### config.mk
export PLATFORM = sky130hd
export DESIGN_NAME = hcsr04_multi_ranger
export DESIGN_NICKNAME = d
export VERILOG_FILES = /design/src/rtl/hcsr04_multi_ranger.sv
export SDC_FILE = /design/constraint.sdc
export NUM_CORES = 1
export LEC_CHECK = 0
export CORE_MARGIN = 2
export CORE_UTILIZATION = 53
export CTS_CLUSTER_SIZE = 10
export DETAILED_ROUTE_END_ITERATION = 8
export GPL_TIMING_DRIVEN = 0
export PLACE_DENSITY = 0.81
export REMOVE_ABC_BUFFERS = 1
export SLEW_MARGIN = 20
export SYNTH_ARGS = -nofsm -noshare
export SYNTH_HDL_FRONTEND = slang
export SYNTH_SLANG_ARGS = --single-unit
### constraint.sdc
create_clock -name clk -period 4.75 [get_ports clk]
set_input_delay 0.95 -clock clk [delete_from_list [all_inputs] [get_ports clk]]
set_output_delay 0.95 -clock clk [all_outputs]
set_load 0.01 [all_outputs]
### src/rtl/hcsr04_multi_ranger.sv
// hcsr04_multi_ranger: sequential trigger/echo timing controller for N ultrasonic rangers.
// Sweeps enabled channels in ascending order, reporting each echo width as a one-cycle record.
module hcsr04_multi_ranger #(
  parameter int N_CH     = 4,
  parameter int CNT_W    = 16,
  parameter int TRIG_CYC = 1,
  parameter int WAIT_MAX = 3000,
  parameter int ECHO_MAX = 6000,
  parameter int HOLDOFF  = 6000,
  parameter int CH_W     = (N_CH > 1) ? $clog2(N_CH) : 1
) (
  input  logic             clk,
  input  logic             n_rst,
  input  logic             ping_i,
  input  logic             auto_mode_i,
  input  logic [N_CH-1:0]  ch_en_i,
  input  logic [N_CH-1:0]  echo_in_i,
  output logic [N_CH-1:0]  trigger_o,
  output logic             busy_o,
  output logic             meas_valid_o,
  output logic [CH_W-1:0]  meas_ch_o,
  output logic [CNT_W-1:0] meas_count_o,
  output logic             meas_timeout_o,
  output logic             sweep_done_o
);
  typedef enum logic [2:0] {IDLE, TRIG, WAIT, ECHO, REPORT, HOLD} state_t;
  localparam logic [CNT_W-1:0] TRIG_LAST = CNT_W'(TRIG_CYC - 1);
  localparam logic [CNT_W-1:0] WAIT_LAST = CNT_W'(WAIT_MAX - 1);
  localparam logic [CNT_W-1:0] ECHO_SAT  = CNT_W'(ECHO_MAX);
  localparam logic [CNT_W-1:0] HOLD_LAST = CNT_W'(HOLDOFF - 1);
  state_t            state_q;
  logic [N_CH-1:0]   sync_q, echo_s_q, en_q, trigger_q;
  logic [CH_W-1:0]   ch_q, meas_ch_q, first_ch_d, next_ch_d;
  logic [CNT_W-1:0]  cnt_q, meas_count_q;
  logic              busy_q, meas_valid_q, meas_timeout_q, sweep_done_q;
  logic              has_next_d, echo_act;
  always_ff @(posedge clk or negedge n_rst) begin
    if (!n_rst) begin
      sync_q   <= '0;
      echo_s_q <= '0;
    end else begin
      sync_q   <= echo_in_i;
      echo_s_q <= sync_q;
    end
  end
  assign echo_act = echo_s_q[ch_q];
  // Descending scans so the lowest qualifying index is the one kept.
  always_comb begin
    first_ch_d = '0;
    next_ch_d  = '0;
    has_next_d = 1'b0;
    for (int i = N_CH - 1; i >= 0; i--) begin
      if (ch_en_i[i]) first_ch_d = CH_W'(i);
      if (en_q[i] && i > int'(ch_q)) begin
        next_ch_d  = CH_W'(i);
        has_next_d = 1'b1;
      end
    end
  end
  always_ff @(posedge clk or negedge n_rst) begin
    if (!n_rst) begin
      state_q        <= IDLE;
      en_q           <= '0;
      ch_q           <= '0;
      cnt_q          <= '0;
      trigger_q      <= '0;
      busy_q         <= 1'b0;
      meas_valid_q   <= 1'b0;
      meas_ch_q      <= '0;
      meas_count_q   <= '0;
      meas_timeout_q <= 1'b0;
      sweep_done_q   <= 1'b0;
    end else begin
      meas_valid_q <= 1'b0;
      sweep_done_q <= 1'b0;
      case (state_q)
        IDLE: if ((ping_i || auto_mode_i) && |ch_en_i) begin
          en_q      <= ch_en_i;
          ch_q      <= first_ch_d;
          trigger_q <= N_CH'(1) << first_ch_d;
          cnt_q     <= '0;
          busy_q    <= 1'b1;
          state_q   <= TRIG;
        end
        TRIG: if (cnt_q == TRIG_LAST) begin
          trigger_q <= '0;
          cnt_q     <= '0;
          state_q   <= WAIT;
        end else cnt_q <= cnt_q + 1'b1;
        WAIT: if (echo_act) begin
          cnt_q   <= CNT_W'(1);
          state_q <= ECHO;
        end else if (cnt_q == WAIT_LAST) begin
          meas_valid_q   <= 1'b1;
          meas_ch_q      <= ch_q;
          meas_count_q   <= '0;
          meas_timeout_q <= 1'b1;
          state_q        <= REPORT;
        end else cnt_q <= cnt_q + 1'b1;
        ECHO: if (!echo_act || cnt_q == ECHO_SAT) begin
          meas_valid_q   <= 1'b1;
          meas_ch_q      <= ch_q;
          meas_count_q   <= cnt_q;
          meas_timeout_q <= echo_act;
          state_q        <= REPORT;
        end else cnt_q <= cnt_q + 1'b1;
        REPORT: begin
          cnt_q   <= '0;
          state_q <= HOLD;
        end
        HOLD: if (cnt_q == HOLD_LAST) begin
          cnt_q <= '0;
          if (has_next_d) begin
            ch_q      <= next_ch_d;
            trigger_q <= N_CH'(1) << next_ch_d;
            state_q   <= TRIG;
          end else begin
            sweep_done_q <= 1'b1;
            busy_q       <= 1'b0;
            state_q      <= IDLE;
          end
        end else cnt_q <= cnt_q + 1'b1;
        default: state_q <= IDLE;
      endcase
    end
  end
  assign trigger_o      = trigger_q;
  assign busy_o         = busy_q;
  assign meas_valid_o   = meas_valid_q;
  assign meas_ch_o      = meas_ch_q;
  assign meas_count_o   = meas_count_q;
  assign meas_timeout_o = meas_timeout_q;
  assign sweep_done_o   = sweep_done_q;
endmodule

# Word level (Yosys, flattened, before mapping)

Index checks and enable logic that the tools add are counted.

Bits in registers: 59
Input bits: 12
Output and inout bits: 26
Logic and storage cells: 119

Add/sub/neg operators: 1
Order comparisons: 4
Eq/ne operators: 19
Shifts and indexed selects: 2
Muxes and demuxes: 59
Reduce and logical (&&, ||, !) cells: 21

Operator list:

| kind                    | count |
|---|---|
| $mux W16                | 9 |
| $pmux W16 S6            | 1 |
| $eq A16 B13 Y1 const B  | 2 |
| $pmux W16 S2            | 1 |
| $mux W2                 | 13 |
| $mux W3                 | 6 |
| $ne A2 B2 Y1 const B    | 9 |
| $pmux W3 S6             | 1 |
| $mux W1                 | 17 |
| $add A16 B1 Y16 const B | 1 |
| $eq A16 B12 Y1 const B  | 1 |
| $logic_not A16 Y1       | 1 |
| $mux W4                 | 4 |
| $reduce_and A4 Y1       | 4 |
| $pmux W4 S3             | 1 |
| $reduce_and A5 Y1       | 2 |
| $pmux W2 S2             | 2 |
| $shl A1 B2 Y4 const A   | 2 |
| $eq A3 B2 Y1 const B    | 2 |
| $eq A3 B3 Y1 const B    | 2 |
| $ne A3 B3 Y1 const B    | 2 |
| $pmux W1 S2             | 3 |
| $reduce_bool A6 Y1      | 1 |
| $gt A2 B2 Y1 const A    | 2 |
| 12 further kinds        | 17 |

# Logic depth before layout (Yosys ltp)

Gate-level depths: netlist of run 1.

Word-level depth: 9
Depth in mapped cells: 10
Gate-level depth less buffers: 8

# Worst setup path before layout of run 1

No wires, ideal clock.

Kind: input port to flip-flop
Start point: input port ch_en_i[0]
End point: register cnt_q[12]
Library setup time: 0.110 ns
Data arrival time: 2.361 ns
Data required time: 4.640 ns
Slack: 2.278 ns
Cell stages on the path: 8
Buffers on the path: 2
Cell sequence: or4_1 -> o21ai_0 -> and3b_1 -> a211o_1 -> buf_6 -> buf_6 -> o21ai_1 -> o41ai_1

Longest elaborated chain between the ends: 4

RTL lines:

| what                               | line | text |
|---|---|---|
| start, declared                    | 16   | `input logic [N_CH-1:0] ch_en_i,` |
| $reduce_or A4 Y1                   | 77   | `IDLE: if ((ping_i \|\| auto_mode_i) && \|ch_en_i) begin` |
| $logic_and A1 B1 Y1                | 77   |  |
| $ne A2 B2 Y1 (no source line)      | n/a  |  |
| $reduce_and A4 Y1 (no source line) | n/a  |  |
| end signal, assigned               | 89   | `end else cnt_q <= cnt_q + 1'b1;` |
| end signal, assigned               | 99   | `end else cnt_q <= cnt_q + 1'b1;` |
| end signal, assigned               | 106  | `end else cnt_q <= cnt_q + 1'b1;` |
| end, declared                      | 34   | `logic [CNT_W-1:0] cnt_q, meas_count_q;` |

Every way passes these cells.
A chain may end at the register's enable or synchronous reset.

# Worst setup path after layout of run 1

Start point: input port ch_en_i[2]
End point: register cnt_q[8]

The elaborated chain is that of the path after synthesis.

==> results.cfg, run 1 <==
[outcome]
status = complete, no violations

[sta]
finalMaxSlewViolations = 0
finalClockSkew_ns = 0.00732
worst_slew_margin_rel = 0.387
rsz0062_at_grt = no
worst_pin_slew_ns = 0.920
fmax_mhz = 316
finalSetupViolations = 0
setup-tns-final_ns = 0
period_needed_ns = 3.17
period_share = 0.667
hold_viol = 0

[die]
num_io_pins = 38
core_area_um2 = 5200
floorplan.rows = 26
die_x_um = 77.9
die_area_um2 = 6070
die_y_um = 77.9
initial_core_util = 0.557

[finish]
nets = 326
layout-drive-gt1-share = 0.136
fillers = 417
post-route-util = 0.672
areaGrowthSynthToFinish_pct = 20.8
fin_area_um2 = 3500
n_antenna_cell = 0

[critical_path]
cpPeakStageDelay_ns = 0.60
crit_fanout = 19
r2r-start = cnt_q[0]$_DFFE_PN0P_
r2r_cells = 8
cp-end-kind = flop
path_cells = clkdlybuf4s50_1 > or4_1 > o21ai_0 > and3b_1 > a211o_1 > nor2_1 > o22a_1
cp-start-kind = input pin
crit_required_ns = 4.97
critPathKind = in -> reg
cpLargestDelayFamily = simple AND/OR/NAND/NOR gates
critPathArrivalTime_ns = 3.39
timing.rr.end = cnt_q[12]$_DFFE_PN0P_
worst_path_max_delay_cell = a211o_1
ff2ff_setup_slack_ns = 1.75
critPathBufInv = 1

[synth]
synth.distinct_cells = 57
async_flop_share = 1.00
synth_top_flop_cell = dfrtp_1
synth-seq-cells = 58
synth_edf_count = 0
yosys-top-cells-area = dfrtp_1, a22o_1, nand2_1
syn_area_per_cell_um2 = 10.4
ys_seq_area_frac = 0.501
synth_warnings = 0
syn-instance-count = 279
synth_area_leader_cell = dfrtp_1
synth_top_area_frac = 0.501
syn-cell-area_um2 = 2900

[place]
portBuffers = 37
placed_cell_area_um2 = 3280
dp_hpwl_mm = 4.11
gp_congestion = 0.881

[clock_tree]
post_cts_buffers = 0
cts_buffers = 9
clk_latency_ns = 0.34
path_clk_slew_ns = 0.06
h-tree-depth = 3
cts_root_buf = clkbuf_8
holdBufCountCts = 0
cts_buffer_depth = 2
clock-sinks = 58
cts_resized = 0
cts_tree = built

[drt]
routed_wl_mm = 6.25
via_per_inst = 6.10
firstDrtPassIters = 5
vias = 2359
drtAntennaViolNets = 0
wl_per_cell_um = 16.2
drt-initial-drc-count = 278
drc = 0

[global_routing]
grt_antenna_before_repair = 0
grt_pass1_vias = 2266
grt_max_degree = 59
grt_pass1_wl_mm = 11.0
track_usage = 0.232
grt_overflow_total = 0

[job]
drv_cap = 0

[power_and_ir_drop]
p_per_area_nw_per_um2 = 303
power.total_mw = 1.06
peakVddDrop_uv = 225
p_leak_nw = 1.52

[worst_hold_path]
hp-start = sync_q[3]$_DFF_PN0_
hold_depth = 0
holdPathEnd = echo_s_q[3]$_DFF_PN0_
hold_path.class = reg -> reg
[synth_stat cells (5+ instances only)]
cell type / instances
a21oi_1: 13
inv_1: 18
o21ai_0: 11
clkbuf_1: 6
o22ai_1: 8
nor4_1: 5
nor2_1: 15
nand4_1: 7
buf_2: 7
nand2_1: 19
nand3_1: 12
a31oi_1: 7
mux2_2: 5
dfrtp_1: 58
a22o_1: 16
[per-stage QoR]
| step | instances | worst slack [ns] | hold slack [ns] |
|---|---|---|---|
| after floorplan | 263 | 1.73 | 0.331 |
| after global placement | 370 | 0.544 | 0.332 |
| after detailed placement | 371 | 1.24 | 0.335 |
| after CTS | 387 | 1.59 | 0.350 |
| after global routing | 387 | 1.43 | 0.357 |
| final | 387 | 1.58 | 0.348 |
[kinds of logic after synthesis]
kind of cell / share of synthesized area
and+or+nand+nor: 0.178
buffers and inverters: 0.0548
DFF: 0.501
AOI/OAI and AO/OA: 0.216
adders and majority gates: 0.00863
muxes: 0.0414
[power by group]
part           switching, mW  total (mW)  internal [mW]
Sequential           0.00626       0.509          0.503
Combinational         0.0287      0.0530         0.0243
Clock                  0.192       0.500          0.308
Total                  0.227        1.06          0.835
[worst reg2reg max path: cells and delay by family (launching register included)]
kind                       cells  cell delay (ns)
adders and majority gates      1             0.20
and+or+nand+nor                3             0.81
DFF                            1             0.46
AOI/OAI and AO/OA              3             1.32
buffers and inverters          1             0.09
[per-layer routing]
metal / up-vias / part of all wire / wire [um] / GRT usage
met5: - / 0 / 0 / 0
met2: 98 / 0.46 / 2850 / 0.328
met1: 1142 / 0.46 / 2890 / 0.337
met3: 6 / 0.068 / 427 / 0.0558
li1: 1113 / - / - / -
met4: 0 / 0.012 / 78 / 0.109
[layout make-up]
type / count / area, um2 / area share
Sequential cell: 58 / 1450 / 0.415
Inverter: 19 / 71.3 / 0.0204
Clock buffer: 11 / 141 / 0.0404
Tap cell: 70 / 87.6 / 0.0250
Clock inverter: 5 / 77.6 / 0.0222
Timing Repair Buffer: 38 / 379 / 0.108
Multi-Input combinational cell: 186 / 1290 / 0.369
[cells in the final DEF, fill, tap and decap left out, drive strengths merged, types with 3 or more instances in the layout]
cell,n
a21oi,15
a22o,16
a31oi,7
and3b,3
clkbuf,11
clkdlybuf4s50,36
dfrtp,58
inv,19
mux2,6
mux2i,3
nand2,23
nand2b,3
nand3,12
nand4,7
nor2,15
nor2b,3
nor3,5
nor3b,3
nor4,6
o21ai,17
o22ai,8
o41ai,3
or3,4
[worst max path at each step]
stage	start	end	slack, ns	cells after the start
6_report	ch_en_i[2]	cnt_q[8]$_DFFE_PN0P_	1.58	7
5_1_grt	ch_en_i[2]	cnt_q[13]$_DFFE_PN0P_	1.43	7
4_1_cts	ch_en_i[2]	cnt_q[8]$_DFFE_PN0P_	1.59	7
3_5_place_dp	ch_en_i[2]	cnt_q[8]$_DFFE_PN0P_	1.24	7
3_3_place_gp	cnt_q[0]$_DFFE_PN0P_	cnt_q[12]$_DFFE_PN0P_	0.54	8
2_1_floorplan	cnt_q[0]$_DFFE_PN0P_	cnt_q[12]$_DFFE_PN0P_	1.73	8
[flip-flops by register name, indices dropped and copies added, names as in the netlist]
signal	count
state_q	3
echo_s_q	4
busy_o	1
meas_valid_o	1
en_q	3
ch_q	2
sweep_done_o	1
cnt_q	16
trigger_o	4
meas_timeout_o	1
meas_ch_o	2
sync_q	4
meas_count_o	16
(Power assumes the default switching activity.)
==> run 2: changes to the inputs <==
Settings changed: CORE_UTILIZATION 53 to 49, PLACE_DENSITY 0.81 to 0.79.
Clock period 4.75 ns to 2.9 ns, I/O delays scaled along.
==> run 2 against run 1 <==
Effect of this change: routed wire length fell by 5.8%; combinational power is 60% higher; global-route usage decreased by 3.5 points; highest routed layer unchanged; critical path depth rose by 1; critical path type is now reg -> reg; sequential power up 64%.
==> results.cfg, run 2 (synthesis results as in run 1) <==
[finish]
nets = 328
final_cell_mix = dfrtp_1, clkdlybuf4s50_1, nand2_1
fin_area_um2 = 3580
fillers = 510
final_common_cell = dfrtp_1
areaGrowthSynthToFinish_pct = 23.5
layout-drive-gt1-share = 0.150
post-route-util = 0.615
n_antenna_cell = 0

[global_routing]
grt_antenna_before_repair = 0
grt_overflow_total = 0
track_usage = 0.197
grt_pass1_wl_mm = 9.81
grt_max_degree = 59
grt_pass1_vias = 2107

[critical_path]
ff2ff_setup_slack_ns = 0.26
cpPeakStageDelay_ns = 0.46
crit_required_ns = 3.09
path_cells = ha_1 > nand2_1 > nor4_1 > nor2b_1 > a21oi_4 > buf_8 > nand2_1 > o21ai_0
critPathKind = reg -> reg
cp-start-kind = flop
critPathArrivalTime_ns = 2.83
r2r_cells = 8
cp-end-kind = flop
critical_path.most_common_cell = nand2_1
crit_fanout = 16
timing.rr.end = cnt_q[13]$_DFFE_PN0P_
worst_path_max_delay_cell = dfrtp_1
r2r-start = cnt_q[0]$_DFFE_PN0P_

[place]
portBuffers = 37
gp_congestion = 0.857
placed_cell_area_um2 = 3290
dp_hpwl_mm = 3.89

[die]
initial_core_util = 0.498
num_io_pins = 38
die_y_um = 80.9
die_x_um = 80.9
floorplan.rows = 28
die_area_um2 = 6540
core_area_um2 = 5820

[job]
drv_cap = 0

[drt]
via_per_inst = 5.86
drc = 0
wl_per_cell_um = 15.0
firstDrtPassIters = 4
vias = 2309
drt-initial-drc-count = 171
drtAntennaViolNets = 0
routed_wl_mm = 5.89

[clock_tree]
cts_buffers = 9
cts_buffer_depth = 2
h-tree-depth = 3
cts_tree = built
clock-sinks = 58
path_clk_slew_ns = 0.07
cts_root_buf = clkbuf_8
clk_latency_ns = 0.33

[power_and_ir_drop]
peakVddDrop_uv = 314
p_leak_nw = 1.55
p_per_area_nw_per_um2 = 515

[sta]
worst_pin_slew_ns = 0.906
fmax_mhz = 378
hold_viol = 0
setup-tns-final_ns = 0
finalSetupViolations = 0
finalMaxSlewViolations = 0
finalClockSkew_ns = 0.00773
rsz0062_at_grt = no
period_share = 0.912
period_needed_ns = 2.64
worst_slew_margin_rel = 0.390

[outcome]
status = complete, no violations

[worst_hold_path]
hold_path.class = in -> async
[run 2: routing by layer]
metal  vias to the layer above  GRT usage  wire [um]
met3                         9     0.0511        294
met2                        70      0.283       2740
met5                         -          0          0
met4                         0     0.0814         75
met1                      1114      0.283       2780
li1                       1116          -          -
[run 2: cell type report]
class | count | area (um2) | area share
Multi-Input combinational cell | 186 | 1310 | 0.367
Clock buffer | 11 | 151 | 0.0423
Sequential cell | 58 | 1450 | 0.406
Timing Repair Buffer | 40 | 398 | 0.111
Clock inverter | 5 | 100 | 0.0280
Tap cell | 75 | 93.8 | 0.0262
Inverter | 19 | 71.3 | 0.0199
[run 2: timing repair]
action / 4_1_cts / 5_1_grt
endpoints found under the setup margin: 11 / 13
hold buffers: 0 / 0
gates resized for setup: 1 / 3
pin swaps: 0 / 1
buffers inserted: 0 / 2
[run 2: through the flow]
step,instances,hold slack (ns),total power [mW],worst slack [ns]
global route,394,0.356,1.91,0.0340
detailed placement,376,0.335,0.934,-0.213
global placement,375,0.333,0.932,-1.19
floorplan,263,0.284,0.885,-0.118
finish,394,0.311,1.84,0.255
CTS,392,0.330,1.86,0.0624
[run 2: worst max-delay path by stage]
stage / startpoint / to / slack (ns) / cells after the start
finish: cnt_q[0]$_DFFE_PN0P_ / cnt_q[13]$_DFFE_PN0P_ / 0.26 / 8
detailed placement: ch_en_i[2] / cnt_q[8]$_DFFE_PN0P_ / -0.21 / 7
CTS: cnt_q[0]$_DFFE_PN0P_ / cnt_q[13]$_DFFE_PN0P_ / 0.06 / 9
global route: cnt_q[0]$_DFFE_PN0P_ / cnt_q[12]$_DFFE_PN0P_ / 0.03 / 8
floorplan: cnt_q[0]$_DFFE_PN0P_ / cnt_q[12]$_DFFE_PN0P_ / -0.12 / 8
global placement: cnt_q[0]$_DFFE_PN0P_ / cnt_q[12]$_DFFE_PN0P_ / -1.19 / 8
[run 2: where the power goes]
part	internal, mW	switching [mW]	total, mW	leakage (nW)
sequential	0.824	0.00984	0.834	0.756
combinational	0.0397	0.0450	0.0846	0.664
clock	0.615	0.311	0.925	0.129
[run 2: worst max-delay path: cells and delay by family, from the launching register on]
kind | cells | cell delay, ns
buf+inv | 1 | 0.18
fa+ha+maj | 1 | 0.28
flops | 1 | 0.46
compound gates | 2 | 0.33
simple gates | 4 | 1.23
==> run 3: changes to the inputs <==
Settings changed: ABC_AREA set to 1, CORE_UTILIZATION 49 to 29, PLACE_DENSITY 0.79 to 0.53.
==> run 3 against run 2 <==
Effect of this change: via count up 19%; critical path depth stayed put; design area is 6.7% higher; maximum frequency is 33% higher; core utilization shrank 26 points; synthesized area up 8.7%; global-route usage fell by 5.9 points; count of clock-buffer cells in the layout fell by 2; highest routed layer unchanged.
==> results.cfg, run 3 <==
[power_and_ir_drop]
p_per_area_nw_per_um2 = 406
p_leak_nw = 1.91
peakVddDrop_uv = 275
power.total_mw = 1.55

[clock_tree]
cts_resized = 0
post_cts_buffers = 0
cts_buffers = 9
clock-sinks = 58
cts_buffer_depth = 2
cts_root_buf = clkbuf_8
cts_tree = built
h-tree-depth = 3
clk_latency_ns = 0.35
path_clk_slew_ns = 0.08
holdBufCountCts = 0

[sta]
finalSetupViolations = 0
rsz0062_at_grt = no
finalMaxSlewViolations = 0
setup-tns-final_ns = 0
worst_pin_slew_ns = 0.620
period_share = 0.688
fmax_mhz = 501
hold_slack_ns = 0.120
postLayoutSetupSlackWorst_ns = 0.904
worst_slew_margin_rel = 0.586
finalClockSkew_ns = 0.00757
hold_viol = 0
period_needed_ns = 2.00

[synth]
syn_area_per_cell_um2 = 7.36
synth.distinct_cells = 28
synth_top_area_frac = 0.461
syn-instance-count = 428
synth_warnings = 0
synth_top_flop_cell = dfrtp_1
yosysMostFrequentCell = nand2_1
synth_area_leader_cell = dfrtp_1
synth_common_cells = nand2_1, dfrtp_1, inv_1, nand3_1, nor2_1
ys_seq_area_frac = 0.461
syn-cell-area_um2 = 3150
async_flop_share = 1.00
yosys-top-cells-area = dfrtp_1, nand2_1, nand3_1
synth_edf_count = 0
synth-seq-cells = 58

[die]
initial_core_util = 0.294
die_x_um = 108
die_y_um = 108
core_area_um2 = 10700
floorplan.rows = 38
die_area_um2 = 11700
num_io_pins = 38

[critical_path]
cp-end-kind = flop
critPathBufInv = 0
cp-start-kind = flop
cpPeakStageDelay_ns = 0.39
crit_required_ns = 3.13
path_cells = ha_1 > nand3_1 > nor2_1 > nand2_1 > nand2_2 > nand3_2 > nand3_1 > nand2_1
critPathKind = reg -> reg
cpLargestDelayFamily = simple AND/OR/NAND/NOR gates
critPathArrivalTime_ns = 2.23
worst_path_max_delay_cell = dfrtp_1
crit_fanout = 14

[place]
dp_slack_ns = 0.611
numPlacedInstances = 596
placed_cell_area_um2 = 3640
dp_hpwl_mm = 5.22
portBuffers = 37
gp_congestion = 0.851

[global_routing]
grt_antenna_before_repair = 0
grt_max_degree = 38
track_usage = 0.137
grt_overflow_total = 0
grt_pass1_vias = 2687
grt_pass1_wl_mm = 12.5

[finish]
final_common_cell = nand2_1
layout-drive-gt1-share = 0.0975
fin_area_um2 = 3820
final_cell_mix = nand2_1, dfrtp_1, inv_1
instances_no_fill = 612
n_antenna_cell = 0
areaGrowthSynthToFinish_pct = 21.3
nets = 481
post-route-util = 0.357

[outcome]
status = complete, no violations

[job]
drv_cap = 0

[drt]
drt-initial-drc-count = 134
drc = 0
firstDrtPassIters = 4
vias = 2753
drtAntennaViolNets = 0
wl_per_cell_um = 11.8
routed_wl_mm = 7.24
via_per_inst = 4.50

[worst_hold_path]
hold_path.class = in -> async
run 3: area by class of cell:
type / instances / area (um2)
Sequential cell: 58 / 1450
Timing Repair Buffer: 38 / 388
Multi-Input combinational cell: 307 / 1430
Tap cell: 140 / 175
Inverter: 53 / 199
Clock buffer: 9 / 124
Fill cell: 1163 / 6880
Clock inverter: 7 / 55.1
run 3: kinds of logic after synthesis:
| kind of cell | Yosys count | synth area share |
|---|---|---|
| and+or+nand+nor | 258 | 0.357 |
| xor gates and xnor gates | 9 | 0.0250 |
| AOI/OAI and AO/OA | 38 | 0.0628 |
| adders and majority gates | 2 | 0.00794 |
| DFF | 58 | 0.461 |
| buffers and inverters | 63 | 0.0866 |
run 3: metal layers:
metal  routed length, um  GRT usage
met2                3520      0.231
met4                  71     0.0412
met5                   0          0
met3                 277     0.0422
met1                3370      0.169
run 3: worst paths after layout:
path | depth (start not counted) | endpoint | startpoint | slack, ns
min in group clk | 0 | echo_s_q[0]$_DFF_PN0_ | sync_q[0]$_DFF_PN0_ | 0.35
max in group asynchronous | 2 | meas_count_o[1]$_DFFE_PN0P_ | n_rst | 2.29
setup reg to reg | 8 | cnt_q[8]$_DFFE_PN0P_ | cnt_q[0]$_DFFE_PN0P_ | 0.90
setup / recovery | 8 | cnt_q[8]$_DFFE_PN0P_ | cnt_q[0]$_DFFE_PN0P_ | 0.90
hold / removal | 1 | meas_count_o[11]$_DFFE_PN0P_ | n_rst | 0.12
hold reg to reg | 0 | echo_s_q[0]$_DFF_PN0_ | sync_q[0]$_DFF_PN0_ | 0.35
run 3: worst reg2reg max path: cells and delay by family, from the launching register on:
family | cells | cell delay, ns
and+or+nand+nor | 7 | 1.25
adders and majority gates | 1 | 0.23
DFF | 1 | 0.39
run 3: power breakdown:
group	total [mW]	internal (mW)	switching [mW]
registers	0.821	0.818	0.00371
logic	0.0494	0.0218	0.0275
clock network	0.682	0.315	0.367
total	1.55	1.15	0.399
